`src/rtl/mobilenet_v1_pw_group_sched.sv`:
```
// Pointwise weight-group scheduler: walks every output-channel group of a layer,
// fetching each group from the param cache and handing it to the PW engine.
module mobilenet_v1_pw_group_sched #(
    parameter int unsigned DIM_W       = 16,
    parameter int unsigned PW_OC_PAR   = 32,
    parameter int unsigned TIMEOUT_CYC = 4096
) (
    input  logic                 clk,
    input  logic                 rst_n,
    input  logic                 layer_start,
    input  logic [DIM_W-1:0]     layer_out_c,
    input  logic                 abort,
    output logic                 layer_busy,
    output logic                 layer_done,
    output logic                 layer_err,
    output logic                 timeout_err,
    output logic                 pw_group_req,
    output logic [DIM_W-1:0]     pw_group_idx,
    input  logic                 pw_group_ready,
    output logic                 grp_valid,
    output logic [DIM_W-1:0]     grp_idx,
    output logic [PW_OC_PAR-1:0] grp_lane_mask,
    input  logic                 grp_done
);

    localparam int unsigned NW       = DIM_W + 1;
    localparam int unsigned LOG2_PAR = $clog2(PW_OC_PAR);
    localparam int unsigned TW       = $clog2(TIMEOUT_CYC + 1);

    localparam logic [2:0] S_IDLE     = 3'd0;
    localparam logic [2:0] S_REQ      = 3'd1;
    localparam logic [2:0] S_WAIT_RDY = 3'd2;
    localparam logic [2:0] S_RUN      = 3'd3;
    localparam logic [2:0] S_DONE     = 3'd4;

    logic [2:0]           state, state_nxt;
    logic [DIM_W-1:0]     out_c;
    logic [DIM_W-1:0]     g, g_nxt;
    logic [TW-1:0]        tcnt, tcnt_nxt;
    logic [NW-1:0]        n_grp_in_c, n_grp_c, rem_c;
    logic                 start_acc_c, timeout_c, last_grp_c;
    logic [PW_OC_PAR-1:0] mask_c;

    // Group counts are one bit wider so a full-scale channel count cannot wrap
    assign n_grp_in_c = (NW'(layer_out_c) + NW'(PW_OC_PAR - 1)) >> LOG2_PAR;
    assign n_grp_c    = (NW'(out_c) + NW'(PW_OC_PAR - 1)) >> LOG2_PAR;
    assign last_grp_c = (NW'(g) == (n_grp_c - NW'(1)));
    assign rem_c      = NW'(out_c) - (NW'(g) << LOG2_PAR);

    // Lane i is live while channel g*PW_OC_PAR+i is still below out_c
    always_comb begin
        mask_c = '0;
        for (int i = 0; i < int'(PW_OC_PAR); i++) begin
            mask_c[i] = (NW'(i) < rem_c);
        end
    end

    always_comb begin
        state_nxt   = state;
        g_nxt       = g;
        tcnt_nxt    = tcnt;
        start_acc_c = 1'b0;
        timeout_c   = 1'b0;
        if (abort) begin
            state_nxt = S_IDLE;
        end else begin
            case (state)
                S_IDLE: begin
                    if (layer_start) begin
                        start_acc_c = 1'b1;
                        g_nxt       = '0;
                        state_nxt   = (n_grp_in_c == '0) ? S_DONE : S_REQ;
                    end
                end
                S_REQ: begin
                    tcnt_nxt  = '0;
                    state_nxt = S_WAIT_RDY;
                end
                S_WAIT_RDY: begin
                    if (pw_group_ready) begin
                        state_nxt = S_RUN;
                    end else if (tcnt == TW'(TIMEOUT_CYC - 1)) begin
                        timeout_c = 1'b1;
                        state_nxt = S_IDLE;
                    end else begin
                        tcnt_nxt = tcnt + TW'(1);
                    end
                end
                S_RUN: begin
                    if (grp_done) begin
                        if (last_grp_c) begin
                            state_nxt = S_DONE;
                        end else begin
                            g_nxt     = g + DIM_W'(1);
                            state_nxt = S_REQ;
                        end
                    end
                end
                S_DONE:  state_nxt = S_IDLE;
                default: state_nxt = S_IDLE;
            endcase
        end
    end

    always_ff @(posedge clk) begin
        if (!rst_n) state <= S_IDLE;
        else        state <= state_nxt;
    end

    // Datapath and outputs, registered from the next-state decode
    always_ff @(posedge clk) begin
        if (!rst_n) begin
            out_c         <= '0;
            g             <= '0;
            tcnt          <= '0;
            timeout_err   <= 1'b0;
            layer_busy    <= 1'b0;
            layer_done    <= 1'b0;
            layer_err     <= 1'b0;
            pw_group_req  <= 1'b0;
            pw_group_idx  <= '0;
            grp_valid     <= 1'b0;
            grp_idx       <= '0;
            grp_lane_mask <= '0;
        end else begin
            g    <= g_nxt;
            tcnt <= tcnt_nxt;
            if (start_acc_c) out_c <= layer_out_c;
            if (start_acc_c)    timeout_err <= 1'b0;
            else if (timeout_c) timeout_err <= 1'b1;
            layer_busy   <= (state_nxt != S_IDLE);
            layer_done   <= (state_nxt == S_DONE);
            layer_err    <= timeout_c;
            pw_group_req <= (state_nxt == S_REQ);
            grp_valid    <= (state_nxt == S_RUN);
            if (state_nxt == S_REQ) pw_group_idx <= g_nxt;
            if (state == S_WAIT_RDY && state_nxt == S_RUN) begin
                grp_idx       <= g;
                grp_lane_mask <= mask_c;
            end
        end
    end

endmodule

```
`config.mk`:
```
export PLATFORM = sky130hd
export DESIGN_NAME = mobilenet_v1_pw_group_sched
export DESIGN_NICKNAME = d
export VERILOG_FILES = /design/src/rtl/mobilenet_v1_pw_group_sched.sv
export SDC_FILE = /design/constraint.sdc
export NUM_CORES = 1
export LEC_CHECK = 0
export CORE_ASPECT_RATIO = 0.9
export CORE_MARGIN = 1
export CORE_UTILIZATION = 55
export CTS_CLUSTER_SIZE = 24
export DETAILED_ROUTE_END_ITERATION = 8
export PLACE_DENSITY = 0.81
export SYNTH_ARGS = -nofsm -noshare
export SYNTH_HDL_FRONTEND = slang
export SYNTH_SLANG_ARGS = --single-unit
```
`constraint.sdc`:
```
create_clock -name clk -period 5.8 [get_ports clk]
set_input_delay 1.16 -clock clk [delete_from_list [all_inputs] [get_ports clk]]
set_output_delay 1.16 -clock clk [all_outputs]
set_load 0.02 [all_outputs]
```
# --- Yosys cells after proc, flatten, opt, wreduce, memory -nomap -nowiden ---
# Index checks and enable logic that the tools add are counted.
op_classes:
  n_addsub: 6
  n_lt_le_gt_ge: 32
  eq_ne: 10
  mux: 23
  n_bitwise: 2
  n_reduce_logical: 7
op_table:
  columns: ["op", "n"]
  rows:
  - ["$lt 5x17->1 const A", 16]
  - ["$lt 4x17->1 const A", 8]
  - ["$lt 3x17->1 const A", 4]
  - ["$mux 16", 4]
  - ["$add 16x5->17 const B", 2]
  - ["$lt 1x17->1 const A", 2]
  - ["$lt 2x17->1 const A", 2]
  - ["$pmux 16 s2", 1]
  - ["$mux 13", 2]
  - ["$pmux 13 s2", 1]
  - ["$mux 3", 7]
  - ["$eq 16x17->1", 1]
  - ["$logic_not 17->1", 1]
  - ["$sub 16x17->17", 1]
  - ["$add 16x1->16 const B", 1]
  - ["$add 13x1->13 const B", 1]
  - ["$eq 13x12->1 const B", 1]
  - ["$sub 12x1->13 const B", 1]
  - ["$pmux 3 s4", 1]
  - ["$eq 3x2->1 const B", 3]
  - ["$mux 1", 7]
  - ["$eq 3x1->1 const B", 2]
  - ["$ne 2x2->1 const B", 2]
  - ["$reduce_and 4->1", 1]
  - ["other kinds (7)", 8]
word_totals:
  ff_bits: 118
  word_cells: 93

# --- Depth between registers and ports, before layout ---
# Gate-level depths: netlist of run 1.
depth:
  ltp_word: 9
  ltp_mapped: 19
  ltp_nobuf: 15

# --- Least setup slack after synthesis of run 1 ---
# No wires, ideal clock.
synth_timing:
  kind: "reg2reg"
  from: "register out_c[3]"
  to: "register pw_group_idx[12]"
  arrival_ps: 3932
  required_ps: 5680
  path_slack_ps: 1748
  path_stages_with_launch: 18
  n_path_buf: 4
  period_less_slack_ps: 4052
  path_cell_list: "dfxtp_1 -> buf_2 -> or4_1 -> buf_2 -> nor2_1 -> nor2_1 -> xnor2_1 -> ha_1 -> clkbuf_1 -> inv_1 -> o41a_1 -> a211oi_2 -> mux2_1 -> o2111ai_2 -> nor3_1 -> or4_1 -> clkbuf_1 -> o31a_1"
synth_between:
  elab_chain_cells: 8
  elab_cells_between_ends: 12
  classes_between: "add/sub: 2; eq/ne: 2; mux: 8"
synth_lines:
  columns: ["element", "line", "rtl"]
  rows:
  - ["start, declared", "37", "logic [DIM_W-1:0] out_c;"]
  - ["start signal, assigned", "128", "if (start_acc_c) out_c <= layer_out_c;"]
  - ["$add 16x5->17 (*)", "46", "assign n_grp_c = (NW'(out_c) + NW'(PW_OC_PAR - 1)) >> LOG2_PAR;"]
  - ["$sub 12x1->13 (*)", "47", "assign last_grp_c = (NW'(g) == (n_grp_c - NW'(1)));"]
  - ["$eq 16x17->1 (*)", "47", null]
  - ["$mux 3", "91", "if (last_grp_c) begin"]
  - ["$mux 3", "90", "if (grp_done) begin"]
  - ["$pmux 3 s4", "67", "case (state)"]
  - ["$mux 3", "64", "if (abort) begin"]
  - ["$eq 3x1->1", "136", "if (state_nxt == S_REQ) pw_group_idx <= g_nxt;"]
  - ["end signal, assigned", "136", null]
  - ["end, declared", "18", "output logic [DIM_W-1:0] pw_group_idx,"]
# Every way passes the cells marked *; elsewhere a longest branch is shown, timed or not.
# A chain may end at the register's enable or synchronous reset.

# --- Worst setup path after layout of run 1 ---
layout_timing:
  from: "register out_c[2]"
  to: "register pw_group_idx[13]"
# Same word-level chain as after synthesis.

==> out/qor.csv, run 1 <==
metric;value;unit
status;complete, no violations;
Max Slew Vio Count;0;
Worst setup startpoint;out_c[2]$_SDFFE_PN0P_;
Boundary Pins;92;
total number of vias;6197;
antenna fix cells;0;
hold path start;grp_idx[13]$_SDFFE_PN0P_;
final setup margin;628;ps
core area;10900;um^2
cell taking the most area after synthesis;dfxtp_1;
Worst Max-Slew Pin Slew;1190;ps
Worst path depth;16;
top post-synthesis cells by area;dfxtp_1 38%, nand2_1 6.9%, a21oi_1 6.5%;
DR pass1 iterations;5;
drt drc;0;
Final Skew;9.27;ps
Hold WS;451;ps
first-pass GRT wire length;29100;um
vias per cell;6.06;
YS warnings;0;
final core area utilization;0.706;
power per cell area;282;nW/um^2
CP Class;reg2reg;
CTS Hold Bufs;0;
Gate power share;0.130;
reg-to-reg slack, setup;630;ps
Clock Latency Late Sink;420;ps
Fillers;857;
Synth Cell Area;6210;um^2
XOR/XNOR Fraction of Synth Area;0.0353;
startpoint types;flip-flop;
met2 Resource Use GR;0.541;
Worst setup EP type;flip-flop;
worst path bufs/invs;1;
Critical Path RT;6120;ps
adder-cell area share of the yosys netlist;0.0315;
Max-slew headroom;0.202;
Layout Cells excl Fill;1022;
Post-CTS Setup Inserts;0;
chip height;103;um
internal power;1630;uW
Area Overhead vs Synth;24.0;%
static leakage power;0.00271;uW
Synth Area in Simple Gates;0.247;
initial drt markers;510;
register area share after synthesis;0.381;
GR Util All Layers;0.322;
Worst path max stage delay;710;ps
fin crit share;0.892;
CTS tree;yes;
reg2reg start;out_c[2]$_SDFFE_PN0P_;
complex-gate fraction of the synthesized area;0.240;
vias in the first global route;5850;
crit-path max FO;15;
clock buffer depth;2;
max-cap violations;0;
unrepaired setup endpoints after global routing;false;
asr flop ratio synth;0;
post-synth cell types;75;
die area;11700;um^2
CTS sink cnt;118;
Max Freq;193;MHz
post-CTS sizing;0;
Synth Register Bits;118;
CTS root buf;clkbuf_16;
largest family of logic cells by synthesized area;simple AND/OR/NAND/NOR gates;
worst-path cell chain;or4_1 > nor2_1 > nor2_1 > xnor2_1 > ha_1 > or3b_2 > o32a_1 > o22a_1 > a221oi_1 > a22oi_1 > o2111ai_2 > nor3_1 > nor4_2 > buf_4 > nor2_1 > a211oi_1;
largest net degree at the start of global routing;58;
Worst-path clk slew;50;ps
reg2reg end;pw_group_idx[13]$_SDFFE_PN0N_;
Final setup viols;0;
Site Rows;36;
Initial Util;0.569;
mux share of post-synthesis cell area;0.00847;
Routed Antenna Nets;0;
fin crit period;5170;ps
Final nets;898;
IO Port Bufs;91;
switch share;0.248;
Setup TNS;0;ps
Synth Instances;802;
crit path max-delay cell type;or4_1;
Most Crowded Layer GR;met2;
crit-path most repeated cell;nor2_1;
CP top delay family;simple AND/OR/NAND/NOR gates;
layout cells sized above 1;0.0563;
GR Util met1;0.393;
total clock buffers created by CTS;17;
R2R cell count;16;
Syn Nets;839;
power share of the clock group;0.476;
switching pwr;539;uW
placed insts;994;
met3 GRT Util;0.0899;
routed length per instance;17.9;um
Die X;114;um
gpl congestion;0.917;
sequential power share;0.395;
final wirelength;18300;um
initial antenna violation count;0;
CTS H-tree depth;4;
DP HPWL;13000;um
Synth top area share;0.381;
dpl ws;753;ps
Mean Syn Cell Area;7.74;um^2
Primary FF master, synth;dfxtp_1;
final hold vios;0;
GR Overflow Total;0;
min-delay worst type;reg2reg;
Max VDD drop;0.201;mV
arrival time at the worst endpoint;5490;ps
Post-synth EDFFs;0;
CP Capture Point;pw_group_idx[13]$_SDFFE_PN0N_;
==> worst min-delay path, stage by stage, from the launching register on <==
cell and delay [ps]:
dfxtp_1 300, nand2_1 50, a21oi_1 50
==> cell usage in the layout (no fill, tap or decap), types with 12 or more instances in the layout <==
cell | Yosys | layout
nand4_1 | 14 | 14
or3_1 | 12 | 12
a21oi_1 | 81 | 81
clkdlybuf4s50_1 | 0 | 91
dfxtp_1 | 118 | 118
nand3_1 | 19 | 19
a31oi_1 | 19 | 19
clkbuf_16 | 0 | 17
inv_1 | 30 | 30
nor3_1 | 20 | 20
xnor2_1 | 14 | 14
nand2_1 | 114 | 114
nor2_1 | 54 | 54
ha_1 | 14 | 14
o21ai_0 | 72 | 72
==> cells by family after synthesis <==
kind of cell             count (synthesis)
flip-flops                             118
adder cells (fa/ha/maj)                 15
AO/OA/AOI/OAI                          242
AND/OR/NAND/NOR                        308
XOR/XNOR                                25
multiplexers                             5
buffers and inverters                   89
==> layer usage <==
layer	vias to the layer above	share of wire
met5	-	0
met2	283	0.47
li1	2972	-
met1	2896	0.42
met3	46	0.080
met4	0	0.029
==> synth_stat cells (all sizes together), types with 5 or more instances <==
| cell | number |
|---|---|
| dfxtp | 118 |
| nand2 | 114 |
| a21oi | 81 |
| o21ai | 74 |
| nor2 | 54 |
| clkbuf | 48 |
| inv | 30 |
| nor3 | 20 |
| a31oi | 19 |
| nand3 | 19 |
| nand4 | 15 |
| ha | 14 |
| nor4 | 14 |
| xnor2 | 14 |
| or3 | 12 |
| xor2 | 11 |
| and3 | 10 |
| buf | 10 |
| nor2b | 9 |
| o21a | 9 |
| a211oi | 8 |
| and2 | 8 |
| or4 | 8 |
| nand2b | 7 |
| a21boi | 6 |
| or2 | 5 |
==> worst min path at each step <==
stage / to / slack [ps] / cells after the start
5_1_grt: grp_idx[2]$_SDFFE_PN0P_ / 480 / 2
3_5_place_dp: grp_idx[13]$_SDFFE_PN0P_ / 450 / 2
6_report: grp_idx[13]$_SDFFE_PN0P_ / 450 / 2
3_3_place_gp: grp_idx[14]$_SDFFE_PN0P_ / 440 / 2
4_1_cts: grp_idx[13]$_SDFFE_PN0P_ / 450 / 2
2_1_floorplan: grp_idx[15]$_SDFFE_PN0P_ / 450 / 2
==> power by group through the flow <==
stage / logic [uW] / registers, uW / clock network (uW)
finish: 281 / 856 / 1030
global route: 306 / 858 / 1070
CTS: 276 / 855 / 1040
detailed placement: 274 / 872 / 0
global placement: 268 / 870 / 0
floorplan: 198 / 865 / 0
==> sequential cells by signal, indices dropped and copies added, names as in the netlist, 3 cells and up <==
name,cells
grp_lane_mask,32
out_c,16
g,16
tcnt,13
grp_idx,16
pw_group_idx,16
state,3
==> through the flow <==
step / area [um^2] / total power [uW]
5_1_grt: 7690 / 2240
3_3_place_gp: 7130 / 1140
4_1_cts: 7690 / 2170
2_1_floorplan: 6210 / 1060
6_report: 7690 / 2170
3_5_place_dp: 7130 / 1150
==> area by class of cell <==
class	count	area, um^2	share of cell area
clock buffers	23	468	0.0608
inverters	31	116	0.0151
well taps	152	190	0.0247
repair buffers	98	963	0.125
multi-input cells	595	3490	0.454
clock inverters	5	100	0.0130
flip-flops and latches	118	2360	0.307
No activity file was read; power rests on OpenSTA's default activity.
==> inputs of run 2 (changes only) <==
- GPL_ROUTABILITY_DRIVEN: unset -> 1
==> results of run 2 <==
Final layout, timing and power as in run 1 (identical DEF).
==> inputs of run 3 (changes only) <==
- CORE_MARGIN: 1 -> 2
- SLEW_MARGIN: unset -> 20
==> run 3 against run 2 <==
Net effect: utilization about the same; combinational power about the same; clock power about the same; register-to-register slack about the same; sequential power about the same; critical path depth unchanged; non-clock buffer count decreased by 1; clock-buffer cell count increased by 1; sequential cell count unchanged; final area about the same; total power decreased by 0.84%; critical path type unchanged; critical endpoint is now pw_group_idx[10]$_SDFFE_PN0N_.
==> out/qor.csv, run 3 (synthesis gave the netlist of run 1 again) <==
metric;value;unit
status;complete, no violations;
Worst path max stage delay;700;ps
Post-CTS Setup Inserts;0;
gpl congestion;0.930;
Max Freq;193;MHz
R2R cell count;16;
unrepaired setup endpoints after global routing;false;
Clock Latency Late Sink;420;ps
die area;12200;um^2
CTS tree;yes;
commonest non-fill, non-tap cell in the layout;dfxtp_1;
worst path bufs/invs;1;
Worst-path clk slew;50;ps
max-cap violations;0;
crit path max-delay cell type;or4_1;
Final Skew;6.29;ps
crit-path max FO;15;
CTS Hold Bufs;0;
core area;10900;um^2
total number of vias;6264;
reg-to-reg slack, setup;620;ps
Die X;116;um
CTS sink cnt;118;
clock buffer depth;2;
layout cells sized above 1;0.0584;
initial drt markers;492;
antenna fix cells;0;
hold path start;grp_idx[4]$_SDFFE_PN0P_;
static leakage power;0.00270;uW
fin crit share;0.893;
switching pwr;554;uW
Area Overhead vs Synth;24.0;%
CP Class;reg2reg;
Worst Hold Path EP;grp_idx[4]$_SDFFE_PN0P_;
min-delay worst type;reg2reg;
most flop-heavy register;grp_lane_mask;
Initial Util;0.569;
IO Port Bufs;91;
fin crit period;5180;ps
final core area utilization;0.706;
Critical Path RT;6150;ps
Gate power share;0.131;
CTS root buf;clkbuf_16;
dpl ws;747;ps
Worst setup EP type;flip-flop;
Worst path depth;16;
DR pass1 iterations;5;
Final setup viols;0;
Worst Max-Slew Pin Slew;839;ps
total clock buffers created by CTS;17;
switch share;0.258;
GR Util All Layers;0.314;
power per cell area;280;nW/um^2
Routed Antenna Nets;0;
Final nets;897;
Max Slew Vio Count;0;
DP HPWL;13100;um
CP top delay family;simple AND/OR/NAND/NOR gates;
worst hold stages;2;
final hold vios;0;
worst-path cell chain;or4_1 > nor2_1 > nor2_1 > xnor2_1 > ha_1 > or3b_2 > o32a_1 > o22a_1 > a221oi_1 > a22oi_1 > o2111ai_2 > nor3_1 > nor4_2 > buf_4 > o21ai_0 > a31oi_1;
reg2reg end;pw_group_idx[10]$_SDFFE_PN0N_;
startpoint types;flip-flop;
vias in the first global route;5921;
reg2reg start;out_c[2]$_SDFFE_PN0P_;
Max-slew headroom;0.439;
GR Overflow Total;0;
internal power;1600;uW
Max VDD drop;0.205;mV
final wirelength;18500;um
drt drc;0;
commonest cells after routing, fill and taps aside;118 x dfxtp_1, 114 x nand2_1, 91 x clkdlybuf4s50_1;
first-pass GRT wire length;29800;um
Setup TNS;0;ps
crit-path most repeated cell;nor2_1;
sequential power share;0.398;
initial antenna violation count;0;
chip height;105;um
CTS H-tree depth;4;
post-CTS sizing;0;
Largest register FFs;32;
vias per cell;6.11;
Boundary Pins;92;
final setup margin;623;ps
power share of the clock group;0.471;
Site Rows;36;
arrival time at the worst endpoint;5520;ps
routed length per instance;18.1;um
largest net degree at the start of global routing;58;
[run 3: cell count changes in the layout (fill, tap and decap cells not counted), sizes merged]
| cell | previous run | this run |
|---|---|---|
| bufinv | 3 | 2 |
| buf | 7 | 6 |
| clkinvlp | 0 | 2 |
| clkbuf | 23 | 24 |
| clkinv | 3 | 5 |
[run 3: through the flow]
step                total power (uW)  cells  hold WS, ps  cell area (um^2)
global route                    2220   1025          468              7700
CTS                             2150   1025          454              7690
global placement                1140    993          441              7120
detailed placement              1140    993          446              7120
floorplan                       1060    802          453              6210
finish                          2150   1025          452              7700
[run 3: cell type report]
type | count | area, um^2
Sequential cell | 118 | 2360
Fill cell | 907 | 3200
Clock inverter | 8 | 98.8
Tap cell | 152 | 190
Timing Repair Buffer | 97 | 956
Clock buffer | 24 | 472
Inverter | 31 | 116
Multi-Input combinational cell | 595 | 3500
[run 3: worst register-to-register path, cell delays in order, from the launching register on]
cell	delay, ps
dfxtp_1	450
or4_1	700
nor2_1	260
nor2_1	80
xnor2_1	160
ha_1	390
or3b_2	470
o32a_1	240
o22a_1	180
a221oi_1	390
a22oi_1	170
o2111ai_2	310
nor3_1	190
nor4_2	500
buf_4	330
o21ai_0	110
a31oi_1	160
[run 3: power groups by stage]
stage | Sequential, uW | Clock, uW | Combinational (uW)
after CTS | 855 | 1020 | 276
after global routing | 858 | 1060 | 308
after floorplan | 865 | 0 | 198
after global placement | 870 | 0 | 269
after detailed placement | 871 | 0 | 273
final | 855 | 1010 | 282
[run 3: routing by layer]
layer,GRT usage,routed length (um)
met5,0,0
met4,0.145,526
met3,0.0766,1250
met2,0.503,8680
met1,0.396,8060
[run 3: how the worst max path moves through the flow]
stage	start	end
final	out_c[2]$_SDFFE_PN0P_	pw_group_idx[10]$_SDFFE_PN0N_
after global routing	out_c[2]$_SDFFE_PN0P_	pw_group_idx[10]$_SDFFE_PN0N_
after CTS	out_c[2]$_SDFFE_PN0P_	pw_group_idx[10]$_SDFFE_PN0N_
after detailed placement	out_c[0]$_SDFFE_PN0P_	pw_group_idx[10]$_SDFFE_PN0N_
after global placement	out_c[0]$_SDFFE_PN0P_	pw_group_idx[13]$_SDFFE_PN0N_
after floorplan	out_c[3]$_SDFFE_PN0P_	pw_group_idx[12]$_SDFFE_PN0N_
